File: config.mk
export PLATFORM = sky130hd
export DESIGN_NAME = ram_port_ctrl
export DESIGN_NICKNAME = d
export VERILOG_FILES = /design/src/rtl/ram_port_ctrl.sv
export SDC_FILE = /design/constraint.sdc
export NUM_CORES = 1
export LEC_CHECK = 0
export ABC_AREA = 1
export BUFFER_PORTS_ARGS = -buffer_cell sky130_fd_sc_hd__buf_2
export CORE_MARGIN = 2
export CORE_UTILIZATION = 31
export CTS_CLUSTER_DIAMETER = 60
export DETAILED_ROUTE_END_ITERATION = 12
export GPL_TIMING_DRIVEN = 0
export PLACE_DENSITY = 0.54
export SYNTH_ARGS = -nofsm -noshare
export SYNTH_HDL_FRONTEND = slang
export SYNTH_SLANG_ARGS = --single-unit
File: constraint.sdc
create_clock -name clk -period 3.45 [get_ports clk]
set_input_delay 0.1725 -clock clk [delete_from_list [all_inputs] [get_ports clk]]
set_output_delay 0.1725 -clock clk [all_outputs]
set_load 0.01 [all_outputs]
File: src/rtl/ram_port_ctrl.sv
// ram_port_ctrl -- initiator-side controller for one port of a synchronous RAM
// with a one-cycle registered read.
//
// Requests arrive on a valid/ready handshake and are turned into registered
// RAM port signals. Read data comes back from the RAM two edges after the
// request is accepted. It is collected in an in-order response FIFO that
// the consumer drains with backpressure. A bulk-init sequencer writes
// INIT_VAL to every address, one word per cycle.
//
// Ports:
//   clk, rst           clock; synchronous active-high reset
//   req_valid_i/ready_o request handshake; req_we_i, req_addr_i, req_wdata_i
//   rsp_valid_o/ready_i response handshake; rsp_data_o is the FIFO head
//   init_start_i       request a full-memory init (ignored while busy)
//   init_busy_o        init in progress; init_done_o one-cycle completion pulse
//   mem_we_o, mem_addr_o, mem_wdata_o  registered RAM port drive
//   mem_rdata_i        RAM registered read data

module ram_port_ctrl #(
    parameter int unsigned DATA      = 4,
    parameter int unsigned DEPTH     = 16,
    parameter int unsigned ADDR      = $clog2(DEPTH),
    parameter int unsigned RSP_DEPTH = 4,
    parameter int unsigned INIT_VAL  = 0
) (
    input  logic            clk,
    input  logic            rst,
    input  logic            req_valid_i,
    output logic            req_ready_o,
    input  logic            req_we_i,
    input  logic [ADDR-1:0] req_addr_i,
    input  logic [DATA-1:0] req_wdata_i,
    output logic            rsp_valid_o,
    input  logic            rsp_ready_i,
    output logic [DATA-1:0] rsp_data_o,
    input  logic            init_start_i,
    output logic            init_busy_o,
    output logic            init_done_o,
    output logic            mem_we_o,
    output logic [ADDR-1:0] mem_addr_o,
    output logic [DATA-1:0] mem_wdata_o,
    input  logic [DATA-1:0] mem_rdata_i
);

    localparam int unsigned PTR_W = (RSP_DEPTH > 1) ? $clog2(RSP_DEPTH) : 1;
    localparam int unsigned CNT_W = $clog2(RSP_DEPTH + 1);
    localparam logic [ADDR-1:0] LAST_ADDR = ADDR'(DEPTH - 1);
    localparam logic [DATA-1:0] INIT_WORD = DATA'(INIT_VAL);

    typedef enum logic {
        IDLE = 1'b0,
        INIT = 1'b1
    } state_t;

    state_t          state_q, state_d;
    logic            we_q, we_d;
    logic [ADDR-1:0] addr_q, addr_d;   // doubles as the init counter
    logic [DATA-1:0] wdata_q, wdata_d;
    logic            done_q, done_d;

    // Read tag pipeline: stage 1 = address on the RAM port, stage 2 = data on mem_rdata_i.
    logic            rd1_q, rd2_q;

    logic [DATA-1:0]  buf_q [RSP_DEPTH];
    logic [PTR_W-1:0] wr_ptr_q, rd_ptr_q;
    logic [CNT_W-1:0] count_q, count_d;

    logic [CNT_W:0]   outstanding;
    logic             accept, push, pop;

    function automatic logic [PTR_W-1:0] ptr_inc(input logic [PTR_W-1:0] p);
        return (p == PTR_W'(RSP_DEPTH - 1)) ? '0 : p + PTR_W'(1);
    endfunction

    // Reads in flight reserve their FIFO slot at accept time, so the FIFO can
    // never overflow. A pop only frees a slot from the following cycle.
    assign outstanding = (CNT_W+1)'(count_q) + (CNT_W+1)'(rd1_q) + (CNT_W+1)'(rd2_q);
    assign req_ready_o = !rst && (state_q == IDLE) && !init_start_i
                         && (outstanding < (CNT_W+1)'(RSP_DEPTH));
    assign accept      = req_valid_i && req_ready_o;
    assign push        = rd2_q;
    assign rsp_valid_o = (count_q != '0);
    assign pop         = rsp_valid_o && rsp_ready_i;
    assign rsp_data_o  = buf_q[rd_ptr_q];

    assign init_busy_o = (state_q == INIT);
    assign init_done_o = done_q;
    assign mem_we_o    = we_q;
    assign mem_addr_o  = addr_q;
    assign mem_wdata_o = wdata_q;

    // NOTE: every always_comb output gets a default first so no path leaves it
    // unassigned; otherwise synthesis infers a latch.
    always_comb begin
        state_d = state_q;
        we_d    = 1'b0;
        addr_d  = addr_q;
        wdata_d = wdata_q;
        done_d  = 1'b0;
        case (state_q)
            IDLE: begin
                if (init_start_i) begin
                    state_d = INIT;
                    we_d    = 1'b1;
                    addr_d  = '0;
                    wdata_d = INIT_WORD;
                end else if (accept) begin
                    we_d   = req_we_i;
                    addr_d = req_addr_i;
                    if (req_we_i) begin
                        wdata_d = req_wdata_i;
                    end
                end
            end
            INIT: begin
                // The word at addr_q is written on this edge; stop after the last one.
                if (addr_q == LAST_ADDR) begin
                    state_d = IDLE;
                    done_d  = 1'b1;
                end else begin
                    we_d   = 1'b1;
                    addr_d = addr_q + ADDR'(1);
                end
            end
        endcase
    end

    always_comb begin
        count_d = count_q;
        if (push && !pop) begin
            count_d = count_q + CNT_W'(1);
        end else if (!push && pop) begin
            count_d = count_q - CNT_W'(1);
        end
    end

    // NOTE: state registers use non-blocking assignments so every flop samples
    // the pre-edge values regardless of statement order.
    always_ff @(posedge clk) begin
        if (rst) begin
            state_q  <= IDLE;
            we_q     <= 1'b0;
            addr_q   <= '0;
            wdata_q  <= '0;
            done_q   <= 1'b0;
            rd1_q    <= 1'b0;
            rd2_q    <= 1'b0;
            count_q  <= '0;
            wr_ptr_q <= '0;
            rd_ptr_q <= '0;
        end else begin
            state_q  <= state_d;
            we_q     <= we_d;
            addr_q   <= addr_d;
            wdata_q  <= wdata_d;
            done_q   <= done_d;
            rd1_q    <= accept && !req_we_i;
            rd2_q    <= rd1_q;
            count_q  <= count_d;
            if (push) begin
                wr_ptr_q <= ptr_inc(wr_ptr_q);
            end
            if (pop) begin
                rd_ptr_q <= ptr_inc(rd_ptr_q);
            end
        end
    end

    // NOTE: FIFO storage is not reset; count_q alone decides which entries are
    // valid, so stale contents are never observed.
    always_ff @(posedge clk) begin
        if (push) begin
            buf_q[wr_ptr_q] <= mem_rdata_i;
        end
    end

endmodule

After elaboration in Yosys (flattened, before gate mapping)

Memory sizes are Yosys's and may differ from the RTL's. A register that Yosys moved wholly into a read port is not among the register bits.
Cells that the tools add are included.

Register bits after elaboration: 20
Memory bits (writable): 16
Input port bits: 18
Memories: 1

Memories:

| memory | words | width | rd ports | clocked after Yosys merged registers in | wr ports | RTL line | source |
|---|---|---|---|---|---|---|---|
| buf_q  | 4     | 4     | 1        | 1                                       | 1        | 64       | `logic [DATA-1:0] buf_q [RSP_DEPTH];` |

Add/sub/neg operators: 7
Order comparisons: 1
Eq/ne operators: 5
Multiplexer cells: 22
Bitwise operators: 1
Reduce and logical (&&, ||, !) cells: 20

Operators with widths:

| cell                  | count |
|---|---|
| $mux W4               | 6 |
| $logic_and A1 B1 Y1   | 8 |
| $mux W2               | 4 |
| $pmux W4 S2           | 1 |
| $mux W1               | 7 |
| $mux W3               | 2 |
| $reduce_bool A2 Y1    | 3 |
| $logic_not A1 Y1      | 5 |
| $add A2 B1 Y2 const B | 2 |
| $add A3 B1 Y4         | 1 |
| $add A4 B1 Y4         | 1 |
| $add A4 B1 Y4 const B | 1 |
| $eq A2 B2 Y1 const B  | 2 |
| $eq A4 B4 Y1 const B  | 1 |
| $lt A4 B3 Y1 const B  | 1 |
| $pmux W1 S2           | 2 |
| $add A3 B1 Y3 const B | 1 |
| $ne A3 B3 Y1 const B  | 1 |
| $reduce_and A3 Y1     | 1 |
| $reduce_bool A3 Y1    | 1 |
| $sub A3 B1 Y3 const B | 1 |
| $ne A2 B2 Y1 const B  | 1 |
| $reduce_and A2 Y1     | 1 |
| $reduce_or A2 Y1      | 1 |
| $not A1 Y1            | 1 |

Logic depth before layout (Yosys ltp)

Gate-level depths: netlist of the first run.

Word-level depth: 8
Gate-level depth with buffers: 10
Mapped depth without buffers: 10

Worst setup path after synthesis of the first run

Ideal clock, no wire load.

Path kind: reg-to-reg
From: register count_q[1]
To: register count_q[2]
Library setup time: 0.128 ns
Data arrival time: 1.609 ns
Data required time: 3.322 ns
Slack: 1.713 ns
Cell stages (with the launch flop): 11
Buffers on the path: 0
Clock period less this slack: 1.737 ns
Cells stage by stage: dfxtp_1 > nor2_1 > nand2_1 > nand2_1 > ha_1 > inv_1 > fa_1 > a21oi_1 > o21ai_0 > xor2_1 > nor2_1

Word-level cells in the longest chain between the ends: 5
Elaborated cells on any way between the ends: 10

RTL lines:

| what                                          | RTL line | source |
|---|---|---|
| start: declaration                            | 66       | `logic [CNT_W-1:0] count_q, count_d;` |
| start signal: assignment                      | 159      | `count_q <= count_d;` |
| $reduce_bool A3 Y1 (*)                        | 82       | `assign rsp_valid_o = (count_q != '0);` |
| named net rsp_valid_o                         | 33       | `output logic rsp_valid_o,` |
| $logic_and A1 B1 Y1 (*)                       | 83       | `assign pop = rsp_valid_o && rsp_ready_i;` |
| $logic_not A1 Y1                              | 130      | `if (push && !pop) begin` |
| $logic_and A1 B1 Y1                           | 130      |  |
| $mux W3 or $reduce_bool A2 Y1 (tied branches) | --       |  |

Mark *: on every way through the listed nets, which the timed path passes. The rest lies on a longest branch. The select of a mux whose other input is x is not followed.
A chain may end at the register's enable or synchronous reset.

Worst setup path in the final report of the first run

From: register count_q[1]
To: register count_q[2]

Word-level cells in the longest chain between the ends: 5
Elaborated cells on any way between the ends: 10

RTL lines:

| what |
|---|
| parallel branches: the longest is 5 deep, another holds $sub A3 B1 Y3 |

Several ways; the timed one is not identified. The select of a mux whose other input is x is not followed.

==> results of run 1 <==
worst paths after layout:
path,depth (start not counted),to
max,10,count_q[2]
min,1,buf_q[0][3]
max reg2reg,10,count_q[2]
min reg2reg,2,push
power by group through the flow:
stage	clock, mW	sequential (mW)	combinational, mW
after detailed placement	0	0.565	0.290
after global placement	0	0.566	0.288
after CTS	0.462	0.556	0.292
after floorplan	0	0.557	0.194
final	0.454	0.554	0.290
after global routing	0.477	0.564	0.333
area by class of cell:
cell class | count | share of cell area (%)
buffer | 3 | 0.5461
clock buffer | 5 | 3.337
clock inverter | 3 | 3.337
inverter | 20 | 3.641
multi-input combinational | 112 | 31.98
sequential | 38 | 44.66
tap | 70 | 4.248
timing repair buffer | 34 | 8.252
critical path: stages, from the launching register on:
cell and delay [ps]:
dfxtp_1 400, nor2_1 110, nand2_1 70, nand2_1 110
ha_1 160, inv_1 60, fa_1 380, a21oi_1 140
o21ai_0 110, xor2_1 140, nor2_1 50
synth_stat cells, drive strengths merged:
master  instances
nor2           30
edfxtp         16
o22ai           4
nand2          23
o21ai          16
a21oi          10
ha              8
dfxtp          22
o21bai          1
nand4           5
xor2            1
a22oi           1
clkbuf          3
o211a           1
nand3           7
fa              1
xnor2           2
inv            20
nor3            2
logic make-up after synthesis:
family / Yosys count / share of synthesized area (%)
compound gates: 33 / 12.16
xor+xnor: 3 / 1.577
fa+ha+maj: 9 / 7.207
buf+inv: 23 / 5.180
flops: 38 / 55.26
simple gates: 67 / 18.62
per-layer routing:
metal | track usage (%) | share of wire, % | vias to the layer above
li1 | - | - | 662
met1 | 13.46 | 48 | 560
met2 | 17.57 | 44 | 40
met3 | 3.647 | 6.2 | 4
met4 | 4.821 | 1.9 | 0
met5 | 0 | 0 | -
through the flow:
step                      cell area [sq um]  total power, mW  hold slack (ps)  setup slack, ps  util, %
after floorplan                        1667           0.7511            244.9             1713        -
after global placement                 1924           0.8530            395.9             1613    37.44
after detailed placement               1924           0.8545            392.2             1615    37.44
after CTS                              2062            1.310            87.50             1580    40.12
after global routing                   2062            1.373            93.57             1407    40.12
final                                  2062            1.297            95.46             1597    40.12
flip-flops by register name (all words and copies together), names as in the netlist, named ones only:
name and flops:
buf_q 16, mem_addr_o 4, mem_wdata_o 4, count_q 3, rd_ptr_q 2, wr_ptr_q 2, init_busy_o 1, init_done_o 1
mem_we_o 1, push 1, rd1_q 1
layout by cell type, fill, tap and decap left out, types with 2 or more instances in the layout:
cell | Yosys | layout
edfxtp_1 | 16 | 16
nand3_1 | 7 | 7
nand2_4 | 3 | 3
buf_2 | 0 | 34
nand2_1 | 20 | 20
nand4_1 | 5 | 5
dfxtp_1 | 22 | 22
xnor2_1 | 2 | 2
ha_1 | 8 | 8
o21ai_0 | 16 | 16
nor2_1 | 27 | 27
bufinv_16 | 0 | 2
nor3_1 | 2 | 2
a21oi_1 | 9 | 9
inv_1 | 20 | 20
o22ai_1 | 4 | 4
nor2_2 | 2 | 2
clkbuf_1 | 3 | 3
clkbuf_8 | 0 | 5
==> impl_results.md, run 1 <==
- Status: complete, no violations
- Post-synth net total: 200
- Fin cells: 285
- Hold_sp: mem_rdata_i[3]
- Avg WL per Cell: 10.71 um
- Final min period: 1853 ps
- Clock power frac: 35.0%
- Synth top area share: 28.83%
- Fillers: 544
- Post-synth cell types: 23
- Initial Util: 32.42%
- Die area: 5978 sq um
- Placed cells: 277
- Switching Share: 29.44%
- Sequential share of the synthesized area: 55.26%
- # DRC: 0
- R2r setup slk: 1600 ps
- Sequential share of power: 42.7%
- RSZ-0062 raised after global routing: false
- Final global-route overflow total: 0
- Gpl congestion: 0.7291
- Core Region: 5140 sq um
- Clk_lat worst skew: 290 ps
- Nets: 241
- Pwr dens: 629.2 nW/um^2
- Syn_area_per_cell: 9.634 sq um
- Combinational power share: 22.3%
- Endpoints failing setup: 0
- TritonCTS clock tree: built
- Cts repair resizes: 0
- Critical Path Start: count_q[1]
- Vias in the first global route: 1152
- Final HPWL DP: 2167 um
- Die Y: 77.32 um
- GRT Total Usage: 10.99%
- Crit share post-route: 53.70%
- CP arrival: 2010 ps
- Clock Path Buffers: 2
- Most area-hungry cell type in the Yosys netlist: edfxtp_1
- CTS buffer count: 5
- Critical path endpoint category: register
- Initial antenna violation count: 0
- Worst Path Max Fanout: 5
- Setup Buffers After CTS: 0
- Max Clock Skew: 4.280 ps
- ANT cells: 0
- Worst EP required: 3610 ps
- Largest cells by area after synthesis: edfxtp_1 (29%), dfxtp_1 (26%), nor2_1 (6.1%), ha_1 (6.0%), o21ai_0 (4.8%)
- Synth Instances: 173
- Int Power: 0.9155 mW
- Initial drt markers: 69
- Setup_tns: 0 ps
- Number of H-tree levels: 2
- Cell Area, Synth: 1667 sq um
- Total wire length: 3051 um
- Via count: 1266
- Sequential Area: 920.9 sq um
- Final Hold Viols: 0
- CTS Hold Bufs: 0
- Multi-input logic area: 659.4 sq um
- Startpoint types: register
- Worst Max-Slew Pin Slew: 483.9 ps
- YS warnings: 0
- Max Clk Rate: 539.7 MHz
- Area grow syn2layout: 23.72%
- P_leak: 0.9232 nW
- CTS Sinks: 38
- First-pass GRT wire length: 5133 um
- Net Sw Power: 0.3820 mW
- Share of cells above drive strength 1: 23.26%
- Max rail drop VDD: 0.3018 mV
- # rows: 26
- Slew Viols, Final: 0
- Synthesis-stage register bit count: 38
- Clk root buf: clkbuf_8
- Clk slew on worst S/H paths: 80 ps
- Detail Route Antenna Nets: 0
- Worst reg2reg startpoint: count_q[1]
- 1st-pass router iterations: 5
- Max Cap Violations: 0
- I/O Buffers: 34
- I/O pin total: 35
- Headroom to the max-slew limit: 67.74%
- Largest net degree at the start of global routing: 14
- Crit Path Class: reg -> reg
- Die width: 77.32 um
- Tightest Hold Check Type: in -> reg
- Avg Vias per Cell: 4.442
(Power assumes the default switching activity.)
==> run 2, diff against run 1 <==
- PLACE_DENSITY: 0.54 -> 0.56
- clock period: 3.45 -> 1.5 ns (I/O delays scaled with it)
==> impl_results.md, run 2 (synthesized netlist as in run 1, its figures left out) <==
- Sequential Area: 933.4 sq um (+1.4%)
- Avg Vias per Cell: 4.497 (+1.2%)
- Vias in the first global route: 1209 (+4.9%)
- Via count: 1340 (+5.8%)
- R2r setup slk: -150 ps (-1740 ps)
- CTS Sinks: 38 (unchanged)
- Max Cap Violations: 0 (unchanged)
- Slowest-stage cell, CP: dfxtp_4
- Clk_lat worst skew: 290 ps (about the same)
- Worst Path Max Fanout: 3 (-2)
- Worst path buffer plus inverter count: 1 (unchanged)
- CP top delay family: adder cells
- GRT Total Usage: 11.77% (+0.78 points)
- Area grow syn2layout: 35.21%
- Total wire length: 3294 um (+8.0%)
- RSZ-0062 raised after global routing: true
- Fillers: 525 (-3.5%)
- Largest register FFs: 16 (unchanged)
- Max rail drop VDD: 0.6160 mV (+100%)
- Largest net degree at the start of global routing: 14 (unchanged)
- Worst Max-Slew Pin Slew: 459.1 ps (-24.81 ps)
- Initial drt markers: 48 (-30%)
- Tightest Hold Check Type: in -> reg
- Commonest non-fill, non-tap cell in the layout: buf_2
- I/O Buffers: 34 (unchanged)
- # rows: 26 (unchanged)
- Final HPWL DP: 2190 um (+1.1%)
- Failing checks: negative setup slack
- Fin cells: 298 (+4.6%)
- Endpoints failing setup: 3 (+3)
- Clk root buf: clkbuf_8
- # DRC: 0 (unchanged)
- CP arrival: 1820 ps (-190 ps)
- Most Frequent Cell on Critical Path: nor2_1
- Avg WL per Cell: 11.05 um (+3.3%)
- TritonCTS clock tree: built
- Final Hold Viols: 0 (unchanged)
- Multi-input logic area: 710.7 sq um (+7.8%)
- Crit Path Class: reg -> reg
- Max Clk Rate: 607.5 MHz (+13%)
- Die width: 77.32 um (unchanged)
- Share of cells above drive strength 1: 32.89% (+9.6 points)
- Status: finished with violations
- Placed cells: 277 (unchanged)
- ANT cells: 0 (unchanged)
- Clk slew on worst S/H paths: 80 ps (about the same)
- CP max stage delay: 360 ps (-40 ps)
- Worst EP required: 1680 ps (-1930 ps)
- Setup slack after layout: -146.1 ps (-1743 ps)
- Cells along the critical path: nor2_1 > nand2_1 > nand2_2 > ha_4 > inv_2 > fa_2 > a21oi_1 > o21ai_1 > xor2_1 > nor2_1
- Nets: 254 (+5.4%)
- Detail Route Antenna Nets: 0 (unchanged)
- Final min period: 1646 ps (-206.7 ps)
- Pwr dens: 1444 nW/um^2 (+130%)
- Initial antenna violation count: 0 (unchanged)
- First-pass GRT wire length: 5526 um (+7.7%)
- Slew Viols, Final: 0 (unchanged)
- Critical path endpoint category: register
- P_leak: 0.9902 nW (+7.3%)
- Power consumption: 3.255 mW (+150%)
- Startpoint types: register
- Hold Slack: 14.81 ps (-80.65 ps)
- Headroom to the max-slew limit: 69.39% (+1.7 points)
- CTS buffer count: 5 (unchanged)
- Max Clock Skew: 7.216 ps (+2.936 ps)
- Gpl congestion: 0.7067 (-3.1%)
- Die Y: 77.32 um (unchanged)
- Final global-route overflow total: 0 (unchanged)
- Initial Util: 32.42% (unchanged)
- Die area: 5978 sq um (unchanged)
- Crit share post-route: 109.7% (+56 points)
- Clock Path Buffers: 2 (unchanged)
- Core Region: 5140 sq um (unchanged)
- I/O pin total: 35 (unchanged)
- Top reg by flops: buf_q
- Number of H-tree levels: 2 (unchanged)
- Setup_tns: -247.9 ps (-247.9 ps)
- Commonest cells after routing, fill and taps aside: buf_2 (34), nor2_1 (27), inv_1 (18), dfxtp_1 (18), edfxtp_1 (16)
- 1st-pass router iterations: 4 (-1)
[run 2: layout make-up]
class | instances | area share [%]
sequential | 38 | 41.42
multi-input combinational | 112 | 31.54
timing repair buffer | 48 | 13.38
tap | 70 | 3.887
inverter | 20 | 3.331
clock buffer | 5 | 3.054
clock inverter | 3 | 3.054
buffer | 2 | 0.3331
[run 2: power by group]
group / total [mW] / switching (mW) / internal [mW]
registers: 1.30 / 0.105 / 1.19
clock network: 1.05 / 0.384 / 0.666
logic: 0.907 / 0.456 / 0.451
[run 2: worst paths after layout]
kind / startpoint / to / depth (start not counted)
worst max-delay path: count_q[0] / count_q[2] / 10
worst min-delay path: mem_rdata_i[1] / buf_q[3][1] / 1
worst max register to register: count_q[0] / count_q[2] / 10
worst min register to register: rd1_q / push / 2
[run 2: stage by stage]
stage / worst slack [ps] / util [%] / cell area, sq um
5_1_grt: -247.4 / 43.84 / 2253
3_5_place_dp: -253.5 / 37.54 / 1929
2_1_floorplan: -163.3 / - / 1672
6_report: -146.1 / 43.84 / 2253
3_3_place_gp: -237.0 / 37.54 / 1929
4_1_cts: -145.7 / 43.11 / 2216
[run 2: timing repair]
| item | CTS | global route |
|---|---|---|
| hold buffers | 4 | 0 |
| buffers inserted | 8 | 2 |
| endpoints found under the hold margin | 13 | 0 |
| gates cloned | 0 | 0 |
| pin swaps | 9 | 9 |
| gates resized for setup | 11 | 7 |
| endpoints found under the setup margin | 7 | 12 |
[run 2: per-layer routing]
metal | global-route usage [%] | up-vias | part of all wire (%)
met5 | 0 | - | 0
met4 | 5.357 | 0 | 2.0
met3 | 3.294 | 6 | 6.0
met2 | 18.61 | 40 | 45
met1 | 14.89 | 608 | 47
li1 | - | 686 | -
